`src/rtl/fpu_pkg.sv`:
```
// -----------------------------------------------------------------------------
// fpu_pkg
// Shared FPU definitions: compare-mode encoding, per-operand class bits and a
// classifier that works for any exponent/mantissa split up to FP_MAX_W bits.
// -----------------------------------------------------------------------------
package fpu_pkg;

    // Widest operand the classifier accepts (sign + exponent + mantissa).
    localparam int FP_MAX_W = 128;

    typedef enum logic [1:0] {
        FCMP_EQ   = 2'd0,
        FCMP_LT   = 2'd1,
        FCMP_LE   = 2'd2,
        FCMP_RSVD = 2'd3
    } fcmp_mode_t;

    typedef struct packed {
        logic sign;
        logic nan;
        logic snan;
        logic zero;
    } fp_class_t;

    localparam int FP_CLASS_W = $bits(fp_class_t);

    // Operand must be zero-extended to FP_MAX_W; exp_w/man_w are elaboration
    // constants at every call site, so the loop reduces to plain wiring.
    function automatic fp_class_t fp_classify(input logic [FP_MAX_W-1:0] x,
                                              input int exp_w,
                                              input int man_w);
        fp_class_t c;
        logic exp_ones;
        logic exp_zero;
        logic man_zero;
        logic man_msb;
        exp_ones = 1'b1;
        exp_zero = 1'b1;
        man_zero = 1'b1;
        man_msb  = 1'b0;
        c        = '0;
        for (int i = 0; i < FP_MAX_W; i++) begin
            if (i < man_w) begin
                man_zero = man_zero & ~x[i];
            end else if (i < man_w + exp_w) begin
                exp_ones = exp_ones & x[i];
                exp_zero = exp_zero & ~x[i];
            end
            if (i == man_w - 1)     man_msb = x[i];
            if (i == man_w + exp_w) c.sign  = x[i];
        end
        c.nan  = exp_ones & ~man_zero;
        c.snan = c.nan & ~man_msb;
        c.zero = exp_zero & man_zero;
        return c;
    endfunction

endpackage

```
`src/rtl/fcmp_pipe_if.sv`:
```
// -----------------------------------------------------------------------------
// fcmp_pipe_if
// Issue-side and result-side handshake bundle of the FP compare unit, plus the
// sticky invalid flag and its clear.
//   slave  : compare unit view (accepts operations, produces results)
//   master : issuing/consuming side view
// -----------------------------------------------------------------------------
interface fcmp_pipe_if #(
    parameter int EXP_W = 8,
    parameter int MAN_W = 23,
    parameter int TAG_W = 5
);
    localparam int W = 1 + EXP_W + MAN_W;

    logic             in_valid;
    logic             in_ready;
    logic [1:0]       in_mode;
    logic [W-1:0]     in_x1;
    logic [W-1:0]     in_x2;
    logic [TAG_W-1:0] in_tag;
    logic             out_valid;
    logic             out_ready;
    logic             out_y;
    logic             out_exception;
    logic [TAG_W-1:0] out_tag;
    logic             nv_sticky;
    logic             nv_clear;

    modport slave (
        input  in_valid, in_mode, in_x1, in_x2, in_tag, out_ready, nv_clear,
        output in_ready, out_valid, out_y, out_exception, out_tag, nv_sticky
    );

    modport master (
        output in_valid, in_mode, in_x1, in_x2, in_tag, out_ready, nv_clear,
        input  in_ready, out_valid, out_y, out_exception, out_tag, nv_sticky
    );
endinterface

```
`src/rtl/fcmp_stage.sv`:
```
// -----------------------------------------------------------------------------
// fcmp_stage
// One-entry pipeline register with valid/ready flow control.
//   clk, rstn              : clock, synchronous active-low reset
//   in_valid_i/in_ready_o  : upstream handshake, in_data_i payload
//   out_valid_o/out_ready_i: downstream handshake, out_data_o payload
// in_ready_o is combinational from out_ready_i so a full chain streams at
// one transfer per cycle without bubbles.
// -----------------------------------------------------------------------------
module fcmp_stage #(
    parameter int P = 8
) (
    input  logic         clk,
    input  logic         rstn,
    input  logic         in_valid_i,
    output logic         in_ready_o,
    input  logic [P-1:0] in_data_i,
    output logic         out_valid_o,
    input  logic         out_ready_i,
    output logic [P-1:0] out_data_o
);
    logic         valid_q;
    logic [P-1:0] data_q;

    assign in_ready_o  = !valid_q || out_ready_i;
    assign out_valid_o = valid_q;
    assign out_data_o  = data_q;

    always_ff @(posedge clk) begin
        if (!rstn) begin
            valid_q <= 1'b0;
            data_q  <= '0;
        end else if (in_ready_o) begin
            valid_q <= in_valid_i;
            // Payload only moves on a real transfer so an idle stage keeps
            // its last value instead of sampling undriven inputs.
            if (in_valid_i) data_q <= in_data_i;
        end
    end
endmodule

```
`src/rtl/fcmp_pipe.sv`:
```
// -----------------------------------------------------------------------------
// fcmp_pipe
// Two-stage floating-point compare (EQ / LT / LE) with valid/ready flow control,
// pass-through tag and a sticky invalid-operation flag for the fcsr.
//   clk  : clock
//   rstn : synchronous active-low reset
//   bus  : fcmp_pipe_if.slave -- in_* operation, out_* result, nv_* sticky
// S1 holds mode, tag, operand classes and the unsigned magnitude compares;
// S2 holds the final y/exception/tag and drives the out_* signals.
// -----------------------------------------------------------------------------
module fcmp_pipe
    import fpu_pkg::*;
#(
    parameter int EXP_W = 8,
    parameter int MAN_W = 23,
    parameter int TAG_W = 5
) (
    input  logic        clk,
    input  logic        rstn,
    fcmp_pipe_if.slave  bus
);
    localparam int W  = 1 + EXP_W + MAN_W;
    localparam int P1 = 2 + TAG_W + 2 * FP_CLASS_W + 2;
    localparam int P2 = 2 + TAG_W;

    logic [FP_MAX_W-1:0] x1_ext_p0, x2_ext_p0;
    fp_class_t           c1_p0, c2_p0;
    logic                mag_lt_p0, mag_eq_p0;
    logic [P1-1:0]       s1_d, s1_q;

    logic                vld_p1, s2_ready;
    logic [1:0]          mode_p1;
    logic [TAG_W-1:0]    tag_p1;
    fp_class_t           c1_p1, c2_p1;
    logic                mag_lt_p1, mag_eq_p1;
    logic                nan_p1, snan_p1, zero_p1, eq_p1, lt_p1, y_p1, exc_p1;
    logic [P2-1:0]       s2_d, s2_q;

    logic                nv_d, nv_q;

    // ---- p0: classify operands, unsigned magnitude compares -> S1 ----
    always_comb begin
        x1_ext_p0        = '0;
        x2_ext_p0        = '0;
        x1_ext_p0[W-1:0] = bus.in_x1;
        x2_ext_p0[W-1:0] = bus.in_x2;
        c1_p0            = fp_classify(x1_ext_p0, EXP_W, MAN_W);
        c2_p0            = fp_classify(x2_ext_p0, EXP_W, MAN_W);
        mag_lt_p0        = bus.in_x1[W-2:0] <  bus.in_x2[W-2:0];
        mag_eq_p0        = bus.in_x1[W-2:0] == bus.in_x2[W-2:0];
    end

    assign s1_d = {bus.in_mode, bus.in_tag, c1_p0, c2_p0, mag_lt_p0, mag_eq_p0};

    fcmp_stage #(.P(P1)) u_s1 (
        .clk         (clk),
        .rstn        (rstn),
        .in_valid_i  (bus.in_valid),
        .in_ready_o  (bus.in_ready),
        .in_data_i   (s1_d),
        .out_valid_o (vld_p1),
        .out_ready_i (s2_ready),
        .out_data_o  (s1_q)
    );

    // ---- p1: resolve the compare from class bits -> S2 ----
    assign {mode_p1, tag_p1, c1_p1, c2_p1, mag_lt_p1, mag_eq_p1} = s1_q;

    always_comb begin
        nan_p1  = c1_p1.nan | c2_p1.nan;
        snan_p1 = c1_p1.snan | c2_p1.snan;
        zero_p1 = c1_p1.zero & c2_p1.zero;
        // Identical patterns = same sign and same magnitude bits.
        eq_p1   = !nan_p1 && (zero_p1 || ((c1_p1.sign == c2_p1.sign) && mag_eq_p1));
        if (nan_p1 || zero_p1)          lt_p1 = 1'b0;
        else if (c1_p1.sign != c2_p1.sign) lt_p1 = c1_p1.sign;
        else if (!c1_p1.sign)           lt_p1 = mag_lt_p1;
        else                            lt_p1 = !mag_lt_p1 && !mag_eq_p1;

        y_p1   = 1'b0;
        exc_p1 = 1'b0;
        case (fcmp_mode_t'(mode_p1))
            FCMP_EQ: begin y_p1 = eq_p1;         exc_p1 = snan_p1; end
            FCMP_LT: begin y_p1 = lt_p1;         exc_p1 = nan_p1;  end
            FCMP_LE: begin y_p1 = lt_p1 | eq_p1; exc_p1 = nan_p1;  end
            default: begin y_p1 = 1'b0;          exc_p1 = 1'b0;    end
        endcase
    end

    assign s2_d = {y_p1, exc_p1, tag_p1};

    fcmp_stage #(.P(P2)) u_s2 (
        .clk         (clk),
        .rstn        (rstn),
        .in_valid_i  (vld_p1),
        .in_ready_o  (s2_ready),
        .in_data_i   (s2_d),
        .out_valid_o (bus.out_valid),
        .out_ready_i (bus.out_ready),
        .out_data_o  (s2_q)
    );

    // ---- p2: result outputs and sticky invalid flag ----
    assign {bus.out_y, bus.out_exception, bus.out_tag} = s2_q;

    always_comb begin
        nv_d = nv_q;
        if (bus.nv_clear) nv_d = 1'b0;
        // A flag raised by an accepted result beats a clear in the same cycle.
        if (bus.out_valid && bus.out_ready && bus.out_exception) nv_d = 1'b1;
    end

    always_ff @(posedge clk) begin
        if (!rstn) nv_q <= 1'b0;
        else       nv_q <= nv_d;
    end

    assign bus.nv_sticky = nv_q;
endmodule

```
`src/flat_wrapper.sv`:
```
// flat-port wrapper written by rule: the top's interface ports become plain ports
module fcmp_pipe_flat import fpu_pkg::*;
#(
    parameter int EXP_W = 8,
    parameter int MAN_W = 23,
    parameter int TAG_W = 5
)
  (clk, rstn, bus_in_valid, bus_in_mode, bus_in_x1, bus_in_x2, bus_in_tag, bus_out_ready, bus_nv_clear, bus_in_ready, bus_out_valid, bus_out_y, bus_out_exception, bus_out_tag, bus_nv_sticky);
  fcmp_pipe_if #(.EXP_W(EXP_W), .MAN_W(MAN_W), .TAG_W(TAG_W)) bus_i ();
  input  logic clk;
  input  logic rstn;
  input wire logic [$bits(bus_i.in_valid)-1:0] bus_in_valid;
  input wire logic [$bits(bus_i.in_mode)-1:0] bus_in_mode;
  input wire logic [$bits(bus_i.in_x1)-1:0] bus_in_x1;
  input wire logic [$bits(bus_i.in_x2)-1:0] bus_in_x2;
  input wire logic [$bits(bus_i.in_tag)-1:0] bus_in_tag;
  input wire logic [$bits(bus_i.out_ready)-1:0] bus_out_ready;
  input wire logic [$bits(bus_i.nv_clear)-1:0] bus_nv_clear;
  output wire logic [$bits(bus_i.in_ready)-1:0] bus_in_ready;
  output wire logic [$bits(bus_i.out_valid)-1:0] bus_out_valid;
  output wire logic [$bits(bus_i.out_y)-1:0] bus_out_y;
  output wire logic [$bits(bus_i.out_exception)-1:0] bus_out_exception;
  output wire logic [$bits(bus_i.out_tag)-1:0] bus_out_tag;
  output wire logic [$bits(bus_i.nv_sticky)-1:0] bus_nv_sticky;
  assign bus_i.in_valid = bus_in_valid;
  assign bus_i.in_mode = bus_in_mode;
  assign bus_i.in_x1 = bus_in_x1;
  assign bus_i.in_x2 = bus_in_x2;
  assign bus_i.in_tag = bus_in_tag;
  assign bus_i.out_ready = bus_out_ready;
  assign bus_i.nv_clear = bus_nv_clear;
  assign bus_in_ready = bus_i.in_ready;
  assign bus_out_valid = bus_i.out_valid;
  assign bus_out_y = bus_i.out_y;
  assign bus_out_exception = bus_i.out_exception;
  assign bus_out_tag = bus_i.out_tag;
  assign bus_nv_sticky = bus_i.nv_sticky;
  fcmp_pipe #(.EXP_W(EXP_W), .MAN_W(MAN_W), .TAG_W(TAG_W)) u_core (.clk(clk), .rstn(rstn), .bus(bus_i));
endmodule
```
`config.mk`:
```
export PLATFORM = sky130hd
export DESIGN_NAME = fcmp_pipe_flat
export DESIGN_NICKNAME = d
export VERILOG_FILES = /design/src/rtl/fpu_pkg.sv /design/src/rtl/fcmp_pipe_if.sv /design/src/rtl/fcmp_stage.sv /design/src/rtl/fcmp_pipe.sv /design/src/flat_wrapper.sv
export SDC_FILE = /design/constraint.sdc
export NUM_CORES = 1
export LEC_CHECK = 0
export BUFFER_PORTS_ARGS = -buffer_cell sky130_fd_sc_hd__buf_2
export CORE_MARGIN = 2
export CORE_UTILIZATION = 49
export DETAILED_ROUTE_END_ITERATION = 7
export GPL_ROUTABILITY_DRIVEN = 0
export HOLD_SLACK_MARGIN = 0.08
export PLACE_DENSITY = 0.86
export SETUP_SLACK_MARGIN = 0.2
export SYNTH_ARGS = -nofsm -noshare
export SYNTH_HDL_FRONTEND = slang
export SYNTH_SLANG_ARGS = --single-unit
```
`constraint.sdc`:
```
create_clock -name clk -period 2.1 [get_ports clk]
set_clock_uncertainty 0.15 [all_clocks]
set_input_delay 0.105 -clock clk [delete_from_list [all_inputs] [get_ports clk]]
set_output_delay 0.105 -clock clk [all_outputs]
set_load 0.03 [all_outputs]
```
==> results.toml <==
[outcome]
status = "completed"

[timing]
slew_headroom_pct = 68.56
fin_crit_ps = 1727
hold_viol = 0
fin_crit_sh_pct = 82.25
final.setup.tns_ps = 0
worst_slew_pin_slew_ps = 471.7
setup_violations = 0
timing.fmax_ghz = 0.5789
slew_violations = 0
rsz0062_at_grt = "false"

[yosys]
synth_area_mm2 = 0.002121
synthTopCellsByArea = "dfxtp_1 (25%), ha_1 (21%), inv_1 (6.4%)"
ys_warn_count = 0
synth-edff-count = 0
synth_area_per_cell_um2 = 7.943
synth_nets = 378
synth.distinct_cells = 39
ys_seq_elements = 27
ys_seq_area_share_pct = 25.49
ys_async_sr_fraction_pct = 0
netlist_instances = 267
yosysTopAreaCell = "dfxtp_1"
ys.flop_type = "dfxtp_1"
synth_top_cell_area_share_pct = 25.49

[clock_network]
cts_sinks = 27
cts_buffers = 3
postCtsSetupBuffers = 0
cts_buffer_depth = 2
clk_latency_ps = 270
clk_pin_slew_worst_paths_ps = 90
cts_tree = "yes"
cts.repair.resized = 0
cts.root.buffer_cell = "clkbuf_8"
htree_num_levels = 1

[worst_setup_path]
r2r_start = "u_core.u_s1.out_data_o[15]$_SDFFE_PN0P_"
worst-path-max-fanout = 20
critPathKind = "primary input to register"
startpoint = "rstn"
critical_path.startpoint_type = "primary input"
cp.arrival_ps = 1790
required_ps = 2170
crit_path_end_kind = "register"

[grt]
overflow = 0
grt_pass1_vias = 2250
antenna_found_initial = 0
grt_first_pass_wirelength_mm = 9.266
grt.total_usage_pct = 22.48
grt_max_degree = 21

[worst_hold_path]
min_from = "bus_in_x2[22]"
hp-class = "primary input to register"

[layout]
final_cell_mix = "buf_2 (85), inv_1 (36), ha_1 (35), nand2_1 (33), dfxtp_1 (27)"
final_design_area_no_fill_mm2 = 0.002789
n_antenna_cell = 0
final_core_util_pct = 68.25
syn_to_final_growth_pct = 31.50
multi_input_area_mm2 = 0.001408
final_common_cell = "buf_2"
drive_above_1_share_pct = 26.16
fin_nets = 479
final-seq-area_um2 = 540.5
fillers = 338

[drt]
drt_wl_total_mm = 5.414
wl_per_cell_um = 12.98
ant_nets = 0
drt_iter0_drc = 94
drtPass1Iterations = 4
vias_per_cell = 5.547
via_count = 2313
drc = 0

[placed_design]
portBuffers = 85
placed_area_mm2 = 0.002594
post-dp-hpwl_mm = 4.510

[pwr]
p_per_area_mw_per_mm2 = 418.7
p_leak_nw = 1.395
total_power_mw = 1.168
ir_drop_v = 0.0002250

[job]
maxCapViolations = 0

[die]
ios = 86
die_y_um = 69.79
die_area_mm2 = 0.004871
die_w_um = 69.79
core_area_mm2 = 0.004086
start_util_pct = 51.90
placementRows = 23
## worst paths after layout
check                                                  to  slack [ps]  cells past startpoint
hold / removal     u_core.u_s1.out_data_o[3]$_SDFFE_PN0P_         100                      3
hold reg to reg   u_core.u_s1.out_data_o[12]$_SDFFE_PN0P_         320                      2
setup reg to reg   u_core.u_s2.out_data_o[6]$_SDFFE_PN0P_         440                      4
setup / recovery        u_core.bus.nv_sticky$_SDFFE_PN0P_         370                      5
## worst max-delay path, cell delays in order
cell           delay, ps
dlygate4sd3_1        530
buf_2                190
buf_4                230
a21boi_0             180
dlygate4sd3_1        550
## cell usage after synthesis, drive strengths merged, types with 2 or more instances
library cell	number
o211ai	2
o21a	2
nor3	4
dfxtp	27
o21ai	9
nor2	7
o41ai	2
a21o	2
a21boi	13
and2	3
ha	35
buf	5
a211oi	5
nand3b	2
nand3	7
a21oi	16
a221o	2
clkbuf	2
inv	36
nor4	16
nand4	12
nand2	34
nand2b	2
nor2b	9
mux2i	5
## report_power, final
group          total [mW]  internal, mW  switching (mW)
combinational       0.339         0.165           0.174
sequential          0.540         0.528          0.0125
clock               0.288         0.136           0.153
## repair_timing
| action | 4_1_cts | 5_1_grt |
|---|---|---|
| hold endpoints to repair | 20 | 0 |
| setup endpoints to repair | 0 | 0 |
| hold buffers | 15 | 0 |
## layout make-up
| class | count | share of cell area [%] |
|---|---|---|
| sequential | 27 | 19.38 |
| multi-input combinational | 197 | 50.47 |
| inverter | 36 | 4.845 |
| tap | 50 | 2.243 |
| timing repair buffer | 103 | 21.44 |
| clock buffer | 4 | 1.615 |
## sequential cells by signal, indices dropped and copies added (netlist names)
name / cells
u_core.u_s1.out_valid_o: 1
u_core.u_s2.out_data_o: 7
u_core.bus.nv_sticky: 1
u_core.u_s2.out_valid_o: 1
u_core.u_s1.out_data_o: 17
## layer usage
| layer | vias up | part of all wire (%) | GRT usage, % | wire (µm) |
|---|---|---|---|---|
| met4 | 0 | 1.4 | 7.692 | 78 |
| met3 | 10 | 5.5 | 2.035 | 297 |
| met1 | 1061 | 43 | 26.32 | 2345 |
| met2 | 90 | 50 | 42.22 | 2693 |
| met5 | - | 0 | 0 | 0 |
| li1 | 1152 | - | - | - |
## logic make-up (layout without fill, tap and decap cells)
group,after synthesis,count (layout),share of synthesized area (%)
and+or+nand+nor,99,99,25.07
AOI/OAI and AO/OA,57,57,17.88
buffers and inverters,43,143,8.141
adders and majority gates,35,35,20.65
DFF,27,27,25.49
muxes,5,5,2.360
xor gates and xnor gates,1,1,0.4131
## per-stage QoR
step | worst slack, ps | hold slack (ps) | std cells
after global routing | 240.3 | 99.17 | 417
after CTS | 378.7 | 88.55 | 417
after detailed placement | 311.6 | 217.8 | 398
after global placement | 356.6 | 206.8 | 398
after floorplan | 402.5 | 99.91 | 267
final | 372.7 | 95.57 | 417
Power figures use the tool's default switching activity.
